`config.mk`:
```
export PLATFORM = sky130hd
export DESIGN_NAME = seq_divider
export DESIGN_NICKNAME = d
export VERILOG_FILES = /design/src/rtl/seq_divider.sv
export SDC_FILE = /design/constraint.sdc
export NUM_CORES = 1
export LEC_CHECK = 0
export ABC_AREA = 1
export CAP_MARGIN = 20
export CORE_UTILIZATION = 25
export CTS_CLUSTER_DIAMETER = 40
export DETAILED_ROUTE_END_ITERATION = 6
export MAX_ROUTING_LAYER = met4
export PLACE_DENSITY = 0.48
export RECOVER_POWER = 50
export SLEW_MARGIN = 20
export SYNTH_ARGS = -nofsm -noshare
export SYNTH_HDL_FRONTEND = slang
export SYNTH_SLANG_ARGS = --single-unit
```
`constraint.sdc`:
```
create_clock -name clk -period 3.96 [get_ports clk]
set_input_delay 0.594 -clock clk [delete_from_list [all_inputs] [get_ports clk]]
set_output_delay 0.594 -clock clk [all_outputs]
set_load 0.005 [all_outputs]
```
`src/rtl/seq_divider.sv`:
```
// Sequential restoring divider: one quotient bit per clock, start/busy/done handshake.
// Unsigned DIVIDEND_W / DIVISOR_W -> quotient, remainder, divide-by-zero flag.
module seq_divider #(
    parameter int unsigned DIVIDEND_W = 8,
    parameter int unsigned DIVISOR_W  = 4
) (
    input  logic                  clk,
    input  logic                  rst_n,
    input  logic                  start,
    input  logic [DIVIDEND_W-1:0] dividend,
    input  logic [DIVISOR_W-1:0]  divisor,
    output logic                  busy,
    output logic                  done,
    output logic [DIVIDEND_W-1:0] quotient,
    output logic [DIVISOR_W-1:0]  remainder,
    output logic                  div_by_zero
);

    localparam int unsigned CW = (DIVIDEND_W > 1) ? $clog2(DIVIDEND_W) : 1;

    typedef enum logic {
        IDLE,
        RUN
    } state_t;

    state_t                  state, state_next;
    logic [DIVIDEND_W-1:0]   shreg, shreg_next;
    logic [DIVISOR_W-1:0]    dvsr, dvsr_next;
    logic [DIVISOR_W-1:0]    partial, partial_next;
    logic [CW-1:0]           count, count_next;
    logic [DIVIDEND_W-1:0]   quotient_next;
    logic [DIVISOR_W-1:0]    remainder_next;
    logic                    dz_next;
    logic                    done_next;

    logic [DIVISOR_W:0]      shifted;
    logic [DIVISOR_W-1:0]    diff_lo;
    logic                    q_bit;
    logic [DIVIDEND_W-1:0]   shreg_shifted;

    // The restored partial remainder is always below the divisor, so only the
    // shifted trial value needs the extra bit; the stored partial omits it.
    always_comb begin
        shifted       = {partial, shreg[DIVIDEND_W-1]};
        q_bit         = (shifted >= {1'b0, dvsr});
        diff_lo       = shifted[DIVISOR_W-1:0] - dvsr;
        shreg_shifted = {shreg[DIVIDEND_W-2:0], q_bit};
    end

    always_comb begin
        state_next     = state;
        shreg_next     = shreg;
        dvsr_next      = dvsr;
        partial_next   = partial;
        count_next     = count;
        quotient_next  = quotient;
        remainder_next = remainder;
        dz_next        = div_by_zero;
        done_next      = 1'b0;

        case (state)
            IDLE: begin
                if (start) begin
                    state_next   = RUN;
                    shreg_next   = dividend;
                    dvsr_next    = divisor;
                    partial_next = '0;
                    count_next   = CW'(DIVIDEND_W - 1);
                end
            end
            RUN: begin
                partial_next = q_bit ? diff_lo : shifted[DIVISOR_W-1:0];
                shreg_next   = shreg_shifted;
                count_next   = count - CW'(1);
                if (count == '0) begin
                    state_next = IDLE;
                    done_next  = 1'b1;
                    if (dvsr == '0) begin
                        quotient_next  = '1;
                        remainder_next = '0;
                        dz_next        = 1'b1;
                    end else begin
                        quotient_next  = shreg_shifted;
                        remainder_next = partial_next;
                        dz_next        = 1'b0;
                    end
                end
            end
            default: state_next = IDLE;
        endcase
    end

    always_ff @(posedge clk or negedge rst_n) begin
        if (!rst_n) begin
            state       <= IDLE;
            shreg       <= '0;
            dvsr        <= '0;
            partial     <= '0;
            count       <= '0;
            quotient    <= '0;
            remainder   <= '0;
            div_by_zero <= 1'b0;
            done        <= 1'b0;
        end else begin
            state       <= state_next;
            shreg       <= shreg_next;
            dvsr        <= dvsr_next;
            partial     <= partial_next;
            count       <= count_next;
            quotient    <= quotient_next;
            remainder   <= remainder_next;
            div_by_zero <= dz_next;
            done        <= done_next;
        end
    end

    assign busy = (state == RUN);

endmodule

```
# Word level (Yosys, flattened, before mapping)
# Index checks and enable logic that the tools add are counted.
[word_totals]
inputBits = 15
output_inout_bits = 15
word_cells = 33
regBits = 34
[classes]
eq_ne = 1
magnitude_cmp = 1
n_reduce_logical = 4
mux = 15
bitwise_logic = 1
addsub = 2
[ops]
columns = ["cell", "count"]
rows = [
  ["2-to-1 mux 8 bit", 2],
  ["one-hot mux 8 bit (2 select lines)", 1],
  ["2-to-1 mux 4 bit", 3],
  ["one-hot mux 4 bit (2 select lines)", 1],
  ["one-hot mux 3 bit (2 select lines)", 1],
  ["greater-or-equal comparator 5 x 4 -> 1 bit", 1],
  ["2-to-1 mux 1 bit", 5],
  ["logical NOT 4 bit", 1],
  ["AND reduction 2 bit", 2],
  ["subtractor 4 bit", 1],
  ["logical NOT 3 bit", 1],
  ["2-to-1 mux 3 bit", 1],
  ["subtractor 3 x 1 -> 3 bit, second input constant", 1],
  ["!= test 2 bit, second input constant", 1],
  ["one-hot mux 1 bit (2 select lines)", 1],
  ["inverter 1 bit", 1],
]

# Logic depth before layout (Yosys ltp)
# Gate-level depths: netlist of the first run.
[depth]
ltp_word = 3
mapped_depth = 12
depth_no_buf = 12

# Least setup slack after synthesis of the first run
# No wires, ideal clock.
[synth_timing]
path_type = "register -> register"
startpoint = "reg shreg[7]"
endpoint = "reg remainder[2]"
path_slack_ps = 2491
n_path_buf = 0
stages_incl_launch_ff = 10
synth_period_minus_slack_ps = 1469
required_ps = 3843
arrival_time_ps = 1352
setup_ps = 117
path_cell_list = "dfrtp_1 inv_1 ha_1 inv_1 fa_1 xor2_1 nand2_1 nand2_1 nand2_1 nand2_1"
[synth_between]
elab_chain_cells = 3
word_cells_on_any_way = 4
classes_between = "add/sub (1); order compare (1); mux (2)"
[synth_lines]
columns = ["item", "line_no", "source"]
rows = [
  ["start, declared", "27", "logic [DIVIDEND_W-1:0] shreg, shreg_next;"],
  ["start signal, assigned", "106", "shreg <= shreg_next;"],
  ["subtractor 4 bit or greater-or-equal comparator 5 x 4 -> 1 bit (tied branches)", "46, 45", ""],
  ["2-to-1 mux 4 bit *", "72", "partial_next = q_bit ? diff_lo : shifted[DIVISOR_W-1:0];"],
  ["2-to-1 mux 4 bit *", "78", "if (dvsr == '0) begin"],
  ["end signal, assigned", "111", "remainder <= remainder_next;"],
  ["end, declared", "15", "output logic [DIVISOR_W-1:0] remainder,"],
]
# Mark *: on every way between the ends. The rest lies on a longest branch, timed or not.
# A chain may end at the register's enable or synchronous reset.

# Worst setup path in the final report of the first run
[layout_timing]
startpoint = "reg state, in the netlist busy"
endpoint = "reg remainder[3]"
[layout_between]
elab_chain_cells = 1
[layout_lines]
columns = ["item", "line_no", "source"]
rows = [
  ["start, declared", "26", "state_t state, state_next;"],
  ["start signal, assigned", "105", "state <= state_next;"],
  ["AND reduction 2 bit (no line)", "-", ""],
]
# No other way between the ends.

==> out/qor.yml, run 1 <==
insertion_delay_ps: 290
hold_buffers: 0
violations: "capacitance limit, slew limit"
power_switching_uw: 734.1
p_per_area_nw_per_um2: 925.1
skew_ps: 9.167
dpl.cell_count: 272
start_util_pct: 26.16
cts_tree: "done"
drt_iter0_markers: 105
synth.avg_cell_area_um2: 9.163
multiInputGateArea_um2: 588.1
maxUsedRoutingLayer: "met4"
critPathRequiredTime_ps: 4190
rsz0062_at_grt: "no"
dr_total_vias: 1218
drtAntennaViolNets: 0
synth_seq_area_share_pct: 54.62
dr.pass1.iters: 4
antenna_found_initial: 0
grt_max_degree: 35
grt_pass1_vias: 1068
crit_type: "register to register"
antennaDiodeCount: 0
power_leakage_uw: 0.0009546
core_um2: 5956
fmax_mhz: 398.0
routed_wl_um: 3504
synth_cell_type_count: 26
chipWidth_um: 80.94
synth_area_um2: 1558
crit_path_end_kind: "register"
die-height_um: 80.94
status: "finished, violations left"
io-pin-count: 30
finalCritPeriodShare_pct: 63.44
p_seq_share_pct: 33.1
yosysWarnings: 0
synth_nets: 192
track_usage_pct: 12.11
register_area_um2: 850.8
synth_top_cell_area_share_pct: 54.62
finalSetupViolCount: 0
nets: 226
clockPowerShare_pct: 20.5
min_path_type: "register to register"
wl_met1_um: 1880
area_delta_synth_final_pct: 31.73
grt_pass1_wl_um: 5616
hpwl_um: 2513
rows: 28
ir_worst_vdd_v: 0.0002438
cts_made_buffers: 5
portBuffers: 29
period_needed_ps: 2512
drive_above_1_share_pct: 6.829
path_clk_slew_ps: 80
maxCapViolCount: 1
post_cts_resized: 0
fin_cells: 280
dieArea_um2: 6550
swShare_pct: 38.67
relSlewSlack_pct: -23.30
routabilityCongestion: 0.7683
cts_num_sinks: 34
crit_fanout: 13
cts-root-buf: "clkbuf_8"
globalRouteOverflowTotal: 0
critPathArrivalTime_ps: 2740
fillers: 623
synth_area_leaders: "dfrtp_1 55%, nand2_1 12%, ha_1 4.8%, inv_1 4.8%, nand3_1 2.9%"
wl_met3_um: 101
startpoint_type: "register"
viasPerCell: 4.350
cts_max_level: 2
intPower_uw: 1164
post_cts_buffers: 0
final-max-slew-violation-count: 35
yosys.area.top_type: "dfrtp_1"
avgRoutedWirePerCell_um: 12.51
drc: 0
dr_wl_met2_um: 1464
final.setup.tns_ps: 0
worst_pin_slew_ps: 1849
ys_seq_elements: 34
hold_viol: 0
combPwrFrac_pct: 46.4
cts_buffer_depth: 2
synthCells: 170
-- sequential cells by signal, indices dropped and copies added (netlist names) --
name,flops
dvsr,4
remainder,4
busy,1
count,3
quotient,8
shreg,8
div_by_zero,1
partial,4
done,1
-- cells by family after synthesis --
logic type,count (synthesis),synth area share [%]
buffers and inverters,26,6.747
and+or+nand+nor,78,21.85
DFF,34,54.62
adders and majority gates,7,6.104
xor gates and xnor gates,1,0.5624
AOI/OAI and AO/OA,24,10.12
-- cell usage in the layout (no fill, tap or decap), drive strengths merged, types with 3 or more instances in the layout --
master / count
a21oi: 6
clkbuf: 6
clkdlybuf4s50: 27
dfrtp: 34
ha: 6
inv: 22
nand2: 54
nand3: 9
nand3b: 3
nor2: 10
o21ai: 7
o221ai: 4
-- final cells by class --
class	count	area share (%)
Sequential cell	34	41.46
Multi-Input combinational cell	110	28.66
Timing Repair Buffer	30	14.33
Tap cell	75	4.573
Inverter	23	4.268
Clock buffer	5	3.354
Clock inverter	3	3.354
-- power by group through the flow --
stage	registers (uW)	clock network, uW	logic, uW
2_1_floorplan	613	0	601
3_3_place_gp	642	0	909
3_5_place_dp	639	0	894
4_1_cts	632	400	900
5_1_grt	650	414	1010
6_report	628	389	881
-- cell usage after synthesis --
master     n
nand2_1   51
dfrtp_1   34
inv_1     20
nand3_1    9
nor2_1     9
ha_1       6
o21ai_0    6
a21oi_1    5
o221ai_1   4
nand2_2    3
nand3b_1   3
a22oi_1    2
buf_2      2
inv_2      2
o211ai_1   2
o22a_1     2
a21oi_2    1
buf_4      1
clkinv_2   1
fa_1       1
nand4_1    1
nor2_2     1
nor3_4     1
o21ai_1    1
o22ai_1    1
xor2_1     1
-- metal layers --
layer / track usage (%) / up-vias
met2: 15.38 / 25
met5: - / -
met3: 2.697 / 4
met4: 6.429 / 0
met1: 17.48 / 572
li1: - / 617
-- critical path: stages, from the launching register on --
cell and delay, ps:
dfrtp_1 600, inv_2 140, nor3_1 1110, nand2_2 210
clkinv_2 210, nand3_1 110, nand2_1 70
-- metrics by stage --
stage               area (um2)  util (%)  hold WS, ps  power [uW]  worst slack [ps]
global route              2052     34.45        504.4        2074              1164
detailed placement        1932     32.44        468.9        1533              2045
CTS                       2069     34.75        490.3        1932              1853
global placement          1932     32.44        467.2        1551              2011
finish                    2052     34.45        481.8        1898              1448
floorplan                 1558         -        298.4        1214              2491
-- final timing paths --
kind,startpoint,to,slack [ps],depth (start not counted)
hold reg to reg,remainder[2],remainder[2],480,2
setup / recovery,busy,remainder[3],1450,6
min in group asynchronous,rst_n,partial[3],1350,2
hold / removal,remainder[2],remainder[2],480,2
setup reg to reg,busy,remainder[3],1450,6
max in group asynchronous,rst_n,remainder[3],1550,2
Note: power is estimated with default switching activity, not from simulation.
==> run 2, diff against run 1 <==
Clock period 3.96 ns to 2.6 ns, I/O delays scaled along.
==> out/qor.yml, run 2 (same netlist as run 1, synthesis figures left out) <==
rows: 28
area_delta_synth_final_pct: 32.53
relSlewSlack_pct: 44.36
worst_pin_slew_ps: 834.6
nets: 226
power_leakage_uw: 0.0009625
fillers: 635
swShare_pct: 38.70
grt_pass1_vias: 1198
final_common_cell: "nand2_1"
routabilityCongestion: 0.7432
period_needed_ps: 1974
globalRouteOverflowTotal: 0
reg_top3: "quotient x8, shreg x8"
grt_max_degree: 35
cts-root-buf: "clkbuf_8"
p_seq_share_pct: 33.2
intPower_uw: 1781
ir_worst_vdd_v: 0.0004371
track_usage_pct: 12.64
die-height_um: 80.94
finalCritPeriodShare_pct: 75.91
clockPowerShare_pct: 20.5
portBuffers: 29
antennaDiodeCount: 0
avgRoutedWirePerCell_um: 12.46
grt_pass1_wl_um: 5878
insertion_delay_ps: 290
final-max-slew-violation-count: 0
chipWidth_um: 80.94
viasPerCell: 4.343
rsz0062_at_grt: "no"
dr_total_vias: 1216
hpwl_um: 2520
drtAntennaViolNets: 0
finalSetupViolCount: 0
hold_buffers: 0
power_switching_uw: 1124
r2r_setup_slack_ps: 630
cts_made_buffers: 5
finalWorstSetupSlack_ps: 626.4
crit_path_end_kind: "register"
crit_type: "register to register"
path_clk_slew_ps: 80
dr.pass1.iters: 4
crit_fanout: 13
skew_ps: 5.363
start_util_pct: 26.16
post_cts_resized: 0
critPathArrivalTime_ps: 2210
antenna_found_initial: 0
drc: 0
min_path_type: "register to register"
startpoint_type: "register"
io-pin-count: 30
cts_tree: "done"
fmax_mhz: 506.7
final.setup.tns_ps: 0
drive_above_1_share_pct: 7.317
hold_viol: 0
cts_num_sinks: 34
post_cts_buffers: 0
cts_buffer_depth: 2
critPathRequiredTime_ps: 2830
core_um2: 5956
p_per_area_nw_per_um2: 1407
combPwrFrac_pct: 46.3
maxCapViolCount: 0
cts_max_level: 2
status: "finished clean"
routed_wl_um: 3490
place_ws_ps: 687.3
layout_common_cells: "51 x nand2_1, 34 x dfrtp_1, 28 x clkdlybuf4s50_1, 22 x inv_1, 10 x nor2_1"
drt_iter0_markers: 41
dieArea_um2: 6550
-- run 2: per-stage QoR --
stage | total power (uW) | instances | hold WS (ps) | util [%] | area, um2
floorplan | 1849 | 170 | 94.41 | - | 1558
CTS | 2941 | 280 | 493.0 | 34.75 | 2069
detailed placement | 2331 | 272 | 473.5 | 32.44 | 1932
global placement | 2329 | 272 | 465.1 | 32.44 | 1932
global route | 3186 | 280 | 501.4 | 34.66 | 2064
finish | 2905 | 280 | 489.1 | 34.66 | 2064
-- run 2: power groups by stage --
stage | registers (uW) | clock network (uW) | logic (uW)
floorplan | 934 | 0 | 915
global placement | 979 | 0 | 1350
detailed placement | 978 | 0 | 1350
CTS | 971 | 607 | 1360
global route | 1000 | 626 | 1560
finish | 964 | 596 | 1350
-- run 2: area by class of cell --
class                      instances  area [um2]  area share (%)
clock buffer                       5       68.82           3.333
clock inverter                     3       68.82           3.333
inverter                          23       87.58           4.242
multi-input combinational        110       599.3           29.03
sequential                        34       850.8           41.21
tap                               75       93.84           4.545
timing repair buffer              30       295.3           14.30
-- run 2: path summary, 6_finish.rpt --
| path | from | endpoint | cells past startpoint |
|---|---|---|---|
| worst max-delay path | busy | remainder[3] | 6 |
| worst min-delay path | remainder[2] | remainder[2] | 2 |
| worst max register to register | busy | remainder[3] | 6 |
| worst min register to register | remainder[2] | remainder[2] | 2 |
| max in group asynchronous | rst_n | remainder[0] | 2 |
| min in group asynchronous | rst_n | dvsr[1] | 2 |
-- run 2: layer usage --
layer / vias up / routed length [um] / track usage (%)
met5: - / 0 / -
met1: 565 / 1724 / 16.77
li1: 615 / - / -
met3: 6 / 124 / 2.697
met2: 30 / 1572 / 18.32
met4: 0 / 68 / 5.893
-- run 2: critical path: stages, from the launching register on --
cell and delay, ps:
dfrtp_1 610, inv_1 250, nor3_4 520, nand2_2 190, clkinv_2 170, nand3_1 110, nand2_1 60
